### config.mk
export PLATFORM = sky130hd
export DESIGN_NAME = pipe_stage_buf
export DESIGN_NICKNAME = d
export VERILOG_FILES = /design/src/rtl/core_pipe_pkg.sv /design/src/rtl/sat_counter.sv /design/src/rtl/pipe_stage_buf.sv
export SDC_FILE = /design/constraint.sdc
export NUM_CORES = 1
export LEC_CHECK = 0
export ABC_AREA = 0
export BUFFER_PORTS_ARGS = -buffer_cell sky130_fd_sc_hd__buf_2
export CORE_MARGIN = 4
export CORE_UTILIZATION = 59
export CTS_BUF_LIST = sky130_fd_sc_hd__clkbuf_4
export DETAILED_ROUTE_END_ITERATION = 16
export PLACE_DENSITY_LB_ADDON = 0.1
export SLEW_MARGIN = 20
export SYNTH_ARGS = -nofsm -noshare
export SYNTH_HDL_FRONTEND = slang
export SYNTH_SLANG_ARGS = --single-unit
### constraint.sdc
create_clock -name clk -period 3 [get_ports clk]
set_input_delay 0.15 -clock clk [delete_from_list [all_inputs] [get_ports clk]]
set_output_delay 0.15 -clock clk [all_outputs]
set_load 0.05 [all_outputs]
### src/rtl/core_pipe_pkg.sv
// rtl/core_pipe_pkg.sv - shared pipeline types, stage payloads and buffer state encoding
package core_pipe_pkg;

    typedef enum logic [1:0] {
        ST_EMPTY = 2'd0,
        ST_BUSY  = 2'd1,
        ST_FULL  = 2'd2
    } pipe_st_e;

    localparam logic [31:0] PIPE_NOP_INSTR = 32'h0000_0013;

    typedef struct packed {
        logic [31:0] pc;
        logic [31:0] instr;
    } if_id_t;

    typedef struct packed {
        logic [31:0] pc;
        logic [31:0] rs1_val;
        logic [31:0] rs2_val;
        logic [31:0] imm;
        logic [4:0]  rd;
        logic [3:0]  alu_op;
        logic        mem_rd;
        logic        mem_wr;
        logic        reg_wr;
    } id_ex_t;

    typedef struct packed {
        logic [31:0] alu_res;
        logic [31:0] rs2_val;
        logic [4:0]  rd;
        logic        mem_rd;
        logic        mem_wr;
        logic        reg_wr;
    } ex_mem_t;

    typedef struct packed {
        logic [31:0] wb_val;
        logic [4:0]  rd;
        logic        reg_wr;
    } mem_wb_t;

    function automatic logic [1:0] occ_of(input pipe_st_e st);
        case (st)
            ST_BUSY: occ_of = 2'd1;
            ST_FULL: occ_of = 2'd2;
            default: occ_of = 2'd0;
        endcase
    endfunction

endpackage

### src/rtl/sat_counter.sv
// rtl/sat_counter.sv - saturating up-counter with synchronous active-low clear
module sat_counter #(
    parameter int W = 16
) (
    input  logic         clk,
    input  logic         clr_n,
    input  logic         inc,
    output logic [W-1:0] count
);

    always_ff @(posedge clk) begin
        if (!clr_n) begin
            count <= '0;
        end else if (inc && (count != '1)) begin
            count <= count + W'(1);
        end
    end

endmodule

### src/rtl/pipe_stage_buf.sv
// rtl/pipe_stage_buf.sv - handshaked pipeline register with optional skid entry, flush and stall counter
module pipe_stage_buf
    import core_pipe_pkg::*;
#(
    parameter int DATA_W = 32,
    parameter int SKID   = 1,
    parameter int PERF_W = 16
) (
    input  logic              clk,
    input  logic              reset,
    input  logic              flush,
    input  logic              up_valid,
    output logic              up_ready,
    input  logic [DATA_W-1:0] up_data,
    output logic              dn_valid,
    input  logic              dn_ready,
    output logic [DATA_W-1:0] dn_data,
    output logic [1:0]        occupancy,
    output logic [PERF_W-1:0] stall_cnt
);

    pipe_st_e          st_q, st_d;
    logic [DATA_W-1:0] main_q;
    logic [DATA_W-1:0] skid_data;
    logic              push, pop;
    logic              load_main, load_skid;

    assign push = up_valid & up_ready;
    assign pop  = dn_valid & dn_ready;

    always_ff @(posedge clk) begin
        if (!reset || flush) begin
            st_q <= ST_EMPTY;
        end else begin
            st_q <= st_d;
        end
    end

    always_comb begin
        st_d = st_q;
        case (st_q)
            ST_EMPTY: if (push) st_d = ST_BUSY;
            ST_BUSY: begin
                if (push && !pop) begin
                    st_d = (SKID != 0) ? ST_FULL : ST_BUSY;
                end else if (!push && pop) begin
                    st_d = ST_EMPTY;
                end
            end
            ST_FULL:  if (pop) st_d = ST_BUSY;
            default:  st_d = ST_EMPTY;
        endcase
    end

    always_comb begin
        dn_valid  = (st_q != ST_EMPTY);
        occupancy = occ_of(st_q);
    end

    // Main is refilled from upstream on any accepted push it can absorb, or from skid when draining FULL
    assign load_main = !flush && ((push && ((st_q == ST_EMPTY) || pop)) || ((st_q == ST_FULL) && pop));
    assign load_skid = !flush && push && (st_q == ST_BUSY) && !pop;

    always_ff @(posedge clk) begin
        if (!reset) begin
            main_q <= '0;
        end else if (load_main) begin
            main_q <= (st_q == ST_FULL) ? skid_data : up_data;
        end
    end

    assign dn_data = main_q;

    generate
        if (SKID != 0) begin : g_skid
            logic [DATA_W-1:0] skid_q;

            // Ready decodes straight from the state flop, so it never sees dn_ready
            assign up_ready = reset & (st_q != ST_FULL);

            always_ff @(posedge clk) begin
                if (!reset) begin
                    skid_q <= '0;
                end else if (load_skid) begin
                    skid_q <= up_data;
                end
            end

            assign skid_data = skid_q;
        end else begin : g_single
            assign up_ready  = reset & (!dn_valid | dn_ready);
            assign skid_data = '0;

            a_single_occ: assert property (@(posedge clk) disable iff (!reset)
                occupancy <= 2'd1);
        end
    endgenerate

    sat_counter #(.W(PERF_W)) u_stall_cnt (
        .clk   (clk),
        .clr_n (reset),
        .inc   (dn_valid & !dn_ready),
        .count (stall_cnt)
    );

    a_no_push_unready: assert property (@(posedge clk) disable iff (!reset)
        ((load_main && (st_q != ST_FULL)) || load_skid) |-> up_ready);

    a_stall_stable: assert property (@(posedge clk) disable iff (!reset)
        (dn_valid && !dn_ready && !flush) |=> (dn_valid && $stable(dn_data)));

endmodule

==> results by group, run 1 <==
Synth
  • Top post-synthesis cells by area: dfxtp_1 45%, nand2_1 14%, a311oi_2 12%, a21oi_1 5.4%, nor2_1 4.3%
  • EDFF count, synth: 0
  • Netlist cell types: 42
  • Sequential fraction of the synthesis area: 45.2%
  • Post-synthesis net count: ~480
  • Synthesized area per cell: 8.31 µm²
  • Syn Inst Count: 437
  • Ys flop type: dfxtp_1
  • Synth top area share: 45.2%
  • Synth Register Bits: 82
  • Ys async rst share: 0%
  • Area leader, netlist: dfxtp_1
  • Yosys warnings: 0
  • Post-Syn Area: between 3000 and 4000 µm²

Floorplanning
  • Initial Util: between 60% and 70%
  • FP Rows: 28
  • # IOs: 89
  • Die X: 86.5 µm
  • Die area: 7470 µm²
  • Die height: 86.5 µm
  • CORE AREA: 5960 µm²

Cells and area
  • Net count, final: 582
  • Reg area: between 1500 and 2000 µm²
  • Multi-input logic area: 1800 µm²
  • Fraction of layout instances using a drive strength above 1: 26.3%
  • Ant. Diodes: 0
  • Filler cells: 478
  • Synth-to-layout area growth: 23.9%

Routing
  • WL final: 8630 µm
  • Residual DRC count: 0
  • Initial DRT Pass Iterations: 4
  • Starting DRT DRC Count: 172
  • Vias: about 3.4k
  • Routed Antenna Nets: 0
  • Drt wl/cell: 13.9 µm
  • Via density: 5.45

Placed design
  • HPWL after detailed placement: 5490 µm
  • I/O Buffers: 88
  • Routability Congestion: 0.892

Timing
  • Final Setup Violations: 0
  • Relative slew slack: 40.7%
  • Maximum clock rate: 472 MHz
  • Final Hold Vio Count: 0
  • Tmin final: roughly 2.1 ns
  • Final period utilization: 70.7%
  • Worst slew pin tran: a little under 0.9 ns
  • Clk_skew: 0.0143 ns
  • RSZ-0062 raised after global routing: false
  • Pins Over Slew Limit: 0
  • Setup TNS: 0 ns

Clocking
  • Inserted Clock Buffers: 9
  • Clk_lat worst skew: 0.41 ns
  • TritonCTS clock tree: done
  • Post-CTS sizing: 0
  • Root Driver: clkbuf_4
  • # H-tree levels: 3
  • Clk sinks: 82
  • Clock buffer depth: 2
  • Clock slew at reported path FFs: 0.12 ns

Critical path
  • CP top delay family: buffers and inverters
  • CP Depth: 4
  • CP Capture Point: up_ready
  • CP peak stage delay: 0.41 ns
  • Req. time, crit path: 2.85 ns
  • CP Launch Point: st_q[0]$_SDFFE_PP0P_
  • CP startpoint kind: flip-flop
  • CP max-delay cell: dfxtp_1
  • Worst setup path class: reg -> out
  • Worst Path Arrival: between 1.5 and 2 ns
  • Crit path buffers/inverters: 2
  • Register-to-Register Path Depth: 8
  • Crit path max fanout: 11
  • CP cell instances: nand2b_1 > clkinv_1 > nor2_1 > buf_2
  • Reg2reg setup slack: 1.00 ns
  • Critical Path Sink Type: output port
  • Critical register-to-register path startpoint: st_q[0]$_SDFFE_PP0P_
  • Reg2reg end: st_q[0]$_SDFFE_PP0P_

Hold path
  • Hold crit path type: in -> reg
  • Worst Hold Launch: up_data[1]

Global route
  • Overflow after GRT: 0
  • Vias in the first global route: 3,113
  • First-pass GRT wire length: 14,200 µm
  • GRT Util Overall: 23.4%
  • Initial antenna violation count: 0
  • Largest net degree at the start of global routing: 65

Power
  • Maximum vdd drop: 0.393 mV
  • P per Cell Area: 437 nW/µm²
  • PnR Total Power: 1.97 mW
  • LEAKAGE: 1.76 nW

Status
  • Outcome: finished, final reports clean

Job
  • Max-Cap Viols: 0
-- worst min path at each step --
stage	to	cells past startpoint
floorplan	g_skid.skid_q[0]$_SDFFE_PN0P_	2
global placement	g_skid.skid_q[30]$_SDFFE_PN0P_	3
detailed placement	g_skid.skid_q[15]$_SDFFE_PN0P_	3
CTS	g_skid.skid_q[1]$_SDFFE_PN0P_	3
global route	g_skid.skid_q[1]$_SDFFE_PN0P_	3
finish	g_skid.skid_q[1]$_SDFFE_PN0P_	3
-- final cells by class --
| class | instances | share of cell area (%) |
|---|---|---|
| clock inverters | 5 | 0.695 |
| well taps | 75 | 2.09 |
| flip-flops and latches | 82 | 36.5 |
| multi-input cells | 315 | 40.0 |
| clock buffers | 11 | 1.84 |
| inverters | 9 | 0.779 |
| repair buffers | 126 | 18.1 |
-- stage by stage --
step / area [µm²] / worst slack (ns) / cells / util [%] / hold slack, ns
2_1_floorplan: 3630 / 0.769 / 437 / - / 0.286
5_1_grt: 4500 / 0.700 / 623 / 75.5 / 0.00587
3_3_place_gp: 4070 / 1.15 / 576 / 68.4 / 0.402
4_1_cts: 4500 / 0.882 / 623 / 75.5 / 0.000218
6_report: 4500 / 0.879 / 623 / 75.5 / 0.00611
3_5_place_dp: 4070 / 1.02 / 576 / 68.4 / 0.408
-- report_power, final --
group          internal (mW)  leakage, nW  switching (mW)
combinational          0.101         1.03           0.188
clock                  0.185       0.0565           0.366
sequential              1.11        0.665          0.0135
-- cell families (layout without fill, tap and decap cells) --
family          after synthesis  count (layout)  synth area share, %
flops                        82              82                 45.2
fa+ha+maj                     2               2                0.689
simple gates                216             216                 25.2
buf+inv                      40             151                 5.24
xor+xnor                      2               2                0.483
compound gates               95              95                 23.2
-- metal layers --
layer / vias up / global-route usage [%] / share of wire (%)
li1: 1730 / - / -
met1: 1565 / 28.0 / 43
met2: 94 / 42.6 / 50
met3: 7 / 4.75 / 6.1
met4: 0 / 5.81 / 0.81
met5: - / 0 / 0
-- state kept, by name (all words and copies together) (netlist names) --
register / count
st_q: 2
u_stall_cnt.count: 16
g_skid.skid_q: 32
dn_data: 32
-- cell usage in the layout (no fill, tap or decap), drive strengths merged, types with 2 or more instances in the layout --
master	Yosys	final
a211oi	3	3
a21oi	39	39
a311oi	32	32
and3	2	2
and4	2	2
buf	13	95
clkbuf	18	11
clkinv	2	4
clkinvlp	0	3
dfxtp	82	82
dlygate4sd3	0	31
ha	2	2
inv	7	7
nand2	140	140
nand2b	3	3
nand3	6	6
nand4	7	7
nor2	42	42
nor4	2	2
o21ai	6	6
o31a	2	2
o31ai	2	2
o41ai	3	3
or3	5	5
or4	3	3
xor2	2	2
-- Yosys cell counts (2+ instances only) --
library cell  instances
ha_1                  2
or4_1                 3
xor2_1                2
a311oi_2             28
o41ai_1               3
nor2_1               42
dfxtp_1              82
a21oi_1              39
a311oi_1              4
nand2_1             140
clkbuf_1             18
o31ai_1               2
nand3_1               6
buf_2                 8
nand2b_1              3
clkinv_1              2
o31a_1                2
or3_1                 5
o21ai_0               6
buf_4                 2
nand4_1               6
buf_6                 3
and3_1                2
inv_1                 7
a211oi_1              2
and4_1                2
-- worst min-delay path: cells and delay by family --
kind                   cells  cell delay (ns)
AO/OA/AOI/OAI              1             0.05
buffers and inverters      1             0.11
AND/OR/NAND/NOR            1             0.06
-- repair_timing --
item	4_1_cts	5_1_grt
hold buffers	31	0
buffers inserted	0	0
hold endpoints to repair	31	0
No activity file was read; power rests on OpenSTA's default activity.
==> inputs of run 2 (changes only) <==
--- a/config.mk
+++ b/config.mk
@@ -8,7 +8,7 @@
 export ABC_AREA = 0
 export BUFFER_PORTS_ARGS = -buffer_cell sky130_fd_sc_hd__buf_2
 export CORE_MARGIN = 4
-export CORE_UTILIZATION = 59
+export CORE_UTILIZATION = 55
 export CTS_BUF_LIST = sky130_fd_sc_hd__clkbuf_4
 export DETAILED_ROUTE_END_ITERATION = 16
 export PLACE_DENSITY_LB_ADDON = 0.1
==> constraint.sdc (replaced) <==
create_clock -name clk -period 2 [get_ports clk]
set_input_delay 0.1 -clock clk [delete_from_list [all_inputs] [get_ports clk]]
set_output_delay 0.1 -clock clk [all_outputs]
set_load 0.05 [all_outputs]
==> run 2 against run 1 <==
  * Via count increased by 2.7%
  * Core utilization decreased by 2.7 points
  * Count of clock-buffer cells in the layout fell by 2
  * Worst hold slack better by 0.052 ns
  * Non-clock buffer count rose by 10
  * Critical path depth is 1 higher
  * Global-route usage decreased by 0.30 points
  * Sequential power grew 50%
  * Clock power grew 96%
  * Combinational power is 54% higher
  * Cell area grew 3.4%
  * Largest cell class unchanged
  * Largest power group unchanged
  * Highest routed layer unchanged
==> results by group, run 2 (synthesis results as in run 1) <==
Status
  • Outcome: finished, final reports clean

Routing
  • WL final: 8930 µm (+3.4%)
  • Residual DRC count: 0 (unchanged)
  • Vias: 3,486 (+2.7%)
  • Routed Antenna Nets: 0 (unchanged)
  • Initial DRT Pass Iterations: 4 (unchanged)
  • Starting DRT DRC Count: 129 (-25%)
  • Drt wl/cell: 14.1 µm (+1.5%)
  • Via density: 5.49 (+0.71%)

Timing
  • Final Setup Violations: 0 (unchanged)
  • Worst Setup Slack, final: 0.159 ns (-0.720 ns)
  • Setup TNS: 0 ns (unchanged)
  • Maximum clock rate: ~540 MHz
  • Worst hold margin: 0.0586 ns (+0.0525 ns)
  • Final Hold Vio Count: 0 (unchanged)
  • Tmin final: around 1.8 ns
  • Final period utilization: 92.1%
  • Clk_skew: 0.0146 ns (+0.000314 ns)
  • Worst slew pin tran: 0.483 ns (-0.406 ns)
  • Pins Over Slew Limit: 0 (unchanged)
  • Relative slew slack: 67.5% (+27 points)
  • RSZ-0062 raised after global routing: false

Cells and area
  • Synth-to-layout area growth: 28.1%
  • Fraction of layout instances using a drive strength above 1: 27.8% (+1.5 points)
  • Ant. Diodes: 0 (unchanged)
  • Cell area after layout: 4650 µm² (+3.4%)
  • Most common cell after layout, fill and taps aside: nand2_1
  • Final Non-Filler Cells: 635 (+1.9%)
  • Net count, final: 592 (+1.7%)
  • Commonest cells after routing, fill and taps aside: 140 x nand2_1, 87 x buf_2, 80 x dfxtp_1

Global route
  • Overflow after GRT: 0 (unchanged)
  • Vias in the first global route: 3,198 (+2.7%)
  • GR Util met2: 38.8% (-3.8 points)
  • First-pass GRT wire length: 14,500 µm (+2.3%)
  • Largest net degree at the start of global routing: 35 (-46%)
  • Busiest grt layer: met2
  • GRT met3 Usage: 4.52% (-0.24 points)
  • Initial antenna violation count: 0 (unchanged)
  • GRT Util Overall: 23.1% (-0.30 points)
  • Met1 global-route usage: 29.2% (+1.2 points)

Job
  • Max-Cap Viols: 0 (unchanged)

Clocking
  • Inserted Clock Buffers: 9 (unchanged)
  • Clk_lat worst skew: 0.42 ns (about the same)
  • TritonCTS clock tree: done
  • Root Driver: clkbuf_4
  • Clk sinks: 82 (unchanged)
  • Clock buffer depth: 2 (unchanged)
  • Clock slew at reported path FFs: 0.12 ns (about the same)
  • # H-tree levels: 3 (unchanged)

Floorplanning
  • FP Rows: 29 (+3.6%)
  • Initial Util: 56.9% (-4.1 points)
  • # IOs: 89 (unchanged)
  • CORE AREA: 6390 µm² (+7.2%)
  • Die area: 7970 µm² (+6.6%)
  • Die X: 89.3 µm (+3.2%)
  • Die height: 89.3 µm (+3.2%)

Placed design
  • Setup WS pre-CTS: 0.292 ns (-0.733 ns)
  • Placed cells: 585 (+1.6%)
  • I/O Buffers: 88 (unchanged)
  • HPWL after detailed placement: 5580 µm (+1.7%)
  • Routability Congestion: 0.888 (-0.46%)
  • Area after DPL: 4150 µm² (+1.8%)

Critical path
  • Worst setup path class: reg -> out
  • Critical Path Sink Type: output port
  • CP cell instances: nand2b_2 > clkinv_1 > buf_4 > nor2_1 > clkbuf_4
  • Req. time, crit path: 1.90 ns (-0.95 ns)
  • CP max-delay cell: dfxtp_1
  • CP peak stage delay: 0.42 ns (about the same)
  • Crit path max fanout: 10 (-1)
  • CP startpoint kind: flip-flop
  • Reg2reg setup slack: 0.27 ns (-0.73 ns)
  • Worst Path Arrival: 1.74 ns (-0.23 ns)

Hold path
  • Hold crit path type: in -> reg

Power
  • LEAKAGE: 1.83 nW (+4.3%)
  • Maximum vdd drop: 0.582 mV (+48%)
  • P per Cell Area: 692 nW/µm² (+58%)
run 2: metrics by stage:
| stage | power, mW | utilization [%] |
|---|---|---|
| CTS | 3.23 | 72.8 |
| detailed placement | 2.12 | 64.9 |
| global route | 3.35 | 72.8 |
| global placement | 2.11 | 64.9 |
| finish | 3.22 | 72.8 |
| floorplan | 2.01 | - |
run 2: repair_timing:
item / CTS / global route
resized for setup: 0 / 2
buffers inserted: 0 / 0
endpoints found under the setup margin: 0 / 1
hold buffers: 34 / 0
hold endpoints to repair: 65 / 0
run 2: critical path, delay by kind of cell (launching register included):
| family | cells | cell delay [ns] |
|---|---|---|
| flip-flops | 1 | 0.42 |
| AND/OR/NAND/NOR | 2 | 0.34 |
| buffers and inverters | 3 | 0.57 |
run 2: cell type report:
cell class                 instances  area [µm²]
clock inverter                     7        92.6
sequential                        82        1640
clock buffer                       9        67.6
tap                               77        96.3
inverter                           9        33.8
multi-input combinational        315        1800
timing repair buffer             136         913
fill                             517        1730
run 2: power breakdown:
group	leakage, nW	switching (mW)	internal [mW]
Combinational	1.09	0.285	0.160
Sequential	0.666	0.0202	1.67
Clock	0.0800	0.579	0.505
run 2: final timing paths:
path	startpoint	end	depth (start not counted)
min reg2reg	g_skid.skid_q[3]$_SDFFE_PN0P_	g_skid.skid_q[3]$_SDFFE_PN0P_	2
min	flush	st_q[0]$_SDFFE_PP0P_	3
max reg2reg	u_stall_cnt.count[1]$_SDFFE_PN0P_	u_stall_cnt.count[14]$_SDFFE_PN0P_	5
max	st_q[0]$_SDFFE_PP0P_	up_ready	5
run 2: routing by layer:
metal	vias up	wire (µm)
met5	-	0
met1	1626	3970
met3	18	416
li1	1756	-
met4	0	174
met2	86	4360
==> inputs of run 3 (changes only) <==
--- a/config.mk
+++ b/config.mk
@@ -6,7 +6,7 @@
 export NUM_CORES = 1
 export LEC_CHECK = 0
 export ABC_AREA = 0
-export BUFFER_PORTS_ARGS = -buffer_cell sky130_fd_sc_hd__buf_2
+export BUFFER_PORTS_ARGS = -buffer_cell sky130_fd_sc_hd__buf_4
 export CORE_MARGIN = 4
 export CORE_UTILIZATION = 55
 export CTS_BUF_LIST = sky130_fd_sc_hd__clkbuf_4
==> run 3 against run 2 <==
  * Wire length is essentially flat
  * Global-route usage fell by 0.077 points
  * Maximum frequency up 0.58%
  * First-iteration DRC count increased by 5.4%
  * Sequential power hardly changed
  * Critical path type unchanged
==> results by group, run 3 (synthesis results as in run 1) <==
Critical path
  • Worst Path Arrival: 1.73 ns (about the same)
  • CP startpoint kind: flip-flop
  • CP cell instances: nand2b_2 > buf_4 > clkinv_1 > buf_4 > nor2_1 > buf_4
  • Crit path buffers/inverters: 4 (+1)
  • CP top delay family: buffers and inverters
  • Req. time, crit path: 1.90 ns (about the same)
  • Worst setup path class: reg -> out
  • CP peak stage delay: 0.38 ns (-0.04 ns)
  • Top cell by count, worst path: buf_4
  • Crit path max fanout: 10 (unchanged)
  • Critical Path Sink Type: output port
  • CP max-delay cell: dfxtp_2

Routing
  • Via density: 5.51 (+0.37%)
  • Routed Antenna Nets: 0 (unchanged)
  • Residual DRC count: 0 (unchanged)
  • Initial DRT Pass Iterations: 4 (unchanged)
  • Vias: 3,499 (+0.37%)
  • Drt wl/cell: 14.1 µm (about the same)
  • WL final: 8930 µm (about the same)
  • Starting DRT DRC Count: 136 (+5.4%)

Clocking
  • Clock buffer depth: 2 (unchanged)
  • Setup repair bufs after CTS: 0 (unchanged)
  • # H-tree levels: 3 (unchanged)
  • Root Driver: clkbuf_4
  • Clk sinks: 82 (unchanged)
  • Clk_lat worst skew: 0.42 ns (about the same)
  • TritonCTS clock tree: done
  • Inserted Clock Buffers: 9 (unchanged)
  • Clock slew at reported path FFs: 0.13 ns (about the same)

Placed design
  • HPWL after detailed placement: 5740 µm (+2.7%)
  • I/O Buffers: 88 (unchanged)
  • Routability Congestion: 0.890 (+0.16%)

Timing
  • Relative slew slack: 61.2% (-6.4 points)
  • Worst slew pin tran: 0.578 ns (+0.0948 ns)
  • Tmin final: 1.83 ns (-0.0106 ns)
  • Final Setup Violations: 0 (unchanged)
  • Setup TNS: 0 ns (unchanged)
  • RSZ-0062 raised after global routing: false
  • Pins Over Slew Limit: 0 (unchanged)
  • Final period utilization: 91.5% (-0.53 points)
  • Clk_skew: 0.0106 ns (-0.00406 ns)
  • Maximum clock rate: 546 MHz (+0.58%)
  • Final Hold Vio Count: 0 (unchanged)

Cells and area
  • Most common cell after layout, fill and taps aside: nand2_1
  • Commonest cells after routing, fill and taps aside: 140 x nand2_1, 100 x buf_4, 79 x dfxtp_1
  • Fraction of layout instances using a drive strength above 1: 28.0% (+0.18 points)
  • Ant. Diodes: 0 (unchanged)
  • Synth-to-layout area growth: 34.0%
  • Net count, final: 592 (unchanged)

Global route
  • Largest net degree at the start of global routing: 51 (+46%)
  • First-pass GRT wire length: 14,400 µm (-0.62%)
  • GRT Util Overall: 23.0% (-0.077 points)
  • Initial antenna violation count: 0 (unchanged)
  • Vias in the first global route: 3,176 (-0.69%)
  • Overflow after GRT: 0 (unchanged)

Hold path
  • Hold crit path type: in -> reg

Power
  • PnR Total Power: 3.29 mW (+2.1%)
  • P per Cell Area: 676 nW/µm² (-2.4%)
  • LEAKAGE: 1.86 nW (+1.4%)
  • Maximum vdd drop: 0.464 mV (-20%)

Floorplanning
  • FP Rows: 29 (unchanged)
  • CORE AREA: 6390 µm² (unchanged)
  • Die height: 89.3 µm (unchanged)
  • Initial Util: 56.9% (unchanged)
  • # IOs: 89 (unchanged)
  • Die area: 7970 µm² (unchanged)
  • Die X: 89.3 µm (unchanged)

Status
  • Outcome: finished, final reports clean

Job
  • Max-Cap Viols: 0 (unchanged)
## run 3: changes by cell type in the layout (fill, tap and decap cells not counted)
cell	previous run	this run
buf_12	2	1
clkinvlp_4	2	3
inv_6	1	0
clkinv_4	0	1
buf_4	12	100
clkinv_1	2	1
buf_2	87	0
clkinv_2	1	0
dfxtp_1	80	79
dfxtp_2	2	3
dlygate4sd3_1	34	35
## run 3: final cells by class
cell class,count,area [µm²]
Clock buffer,10,75.1
Sequential cell,82,1650
Inverter,9,33.8
Timing Repair Buffer,136,1120
Tap cell,77,96.3
Clock inverter,6,91.3
Multi-Input combinational cell,315,1800
Fill cell,477,1520
## run 3: worst paths after layout
| check | cells past startpoint | slack [ns] | startpoint | to |
|---|---|---|---|---|
| setup / recovery | 6 | 0.17 | st_q[0]$_SDFFE_PP0P_ | up_ready |
| hold / removal | 5 | 0.27 | up_valid | st_q[0]$_SDFFE_PP0P_ |
| setup reg to reg | 5 | 0.22 | u_stall_cnt.count[0]$_SDFFE_PN0P_ | u_stall_cnt.count[14]$_SDFFE_PN0P_ |
| hold reg to reg | 2 | 0.46 | g_skid.skid_q[8]$_SDFFE_PN0P_ | g_skid.skid_q[8]$_SDFFE_PN0P_ |
## run 3: timing repair
action	4_1_cts	5_1_grt
gates resized for setup	0	2
endpoints found under the hold margin	70	0
setup endpoints to repair	0	1
hold buffers	35	0
## run 3: worst reg2reg max path: stages (launching register included)
cell,delay (ns)
dfxtp_2,0.39
ha_1,0.23
and4_1,0.27
o2111ai_1,0.23
or4_1,0.46
a21oi_1,0.15
## run 3: power breakdown
group	switching, mW	internal [mW]	leakage [nW]
Sequential	0.0218	1.67	0.666
Combinational	0.286	0.200	1.11
Clock	0.587	0.522	0.0788
Total	0.894	2.39	1.86
## run 3: per-stage QoR
| stage | utilization (%) | instance area, µm² | worst slack [ns] | instances | hold WS, ns |
|---|---|---|---|---|---|
| 2_1_floorplan | - | 3640 | 0.0279 | 437 | 0.236 |
| 3_3_place_gp | 68.1 | 4350 | 0.351 | 584 | 0.359 |
| 3_5_place_dp | 68.1 | 4350 | 0.233 | 584 | 0.366 |
| 4_1_cts | 76.2 | 4860 | 0.0277 | 635 | 0.262 |
| 5_1_grt | 76.2 | 4870 | 0.0216 | 635 | 0.298 |
| 6_report | 76.2 | 4870 | 0.169 | 635 | 0.272 |
## run 3: metal layers
metal	wire length [µm]	vias up	part of all wire (%)	GRT usage (%)
li1	-	1751	-	-
met1	3910	1648	44	29.5
met2	4400	87	49	38.8
met3	467	13	5.2	3.87
met4	157	0	1.8	8.66
met5	0	-	0	0
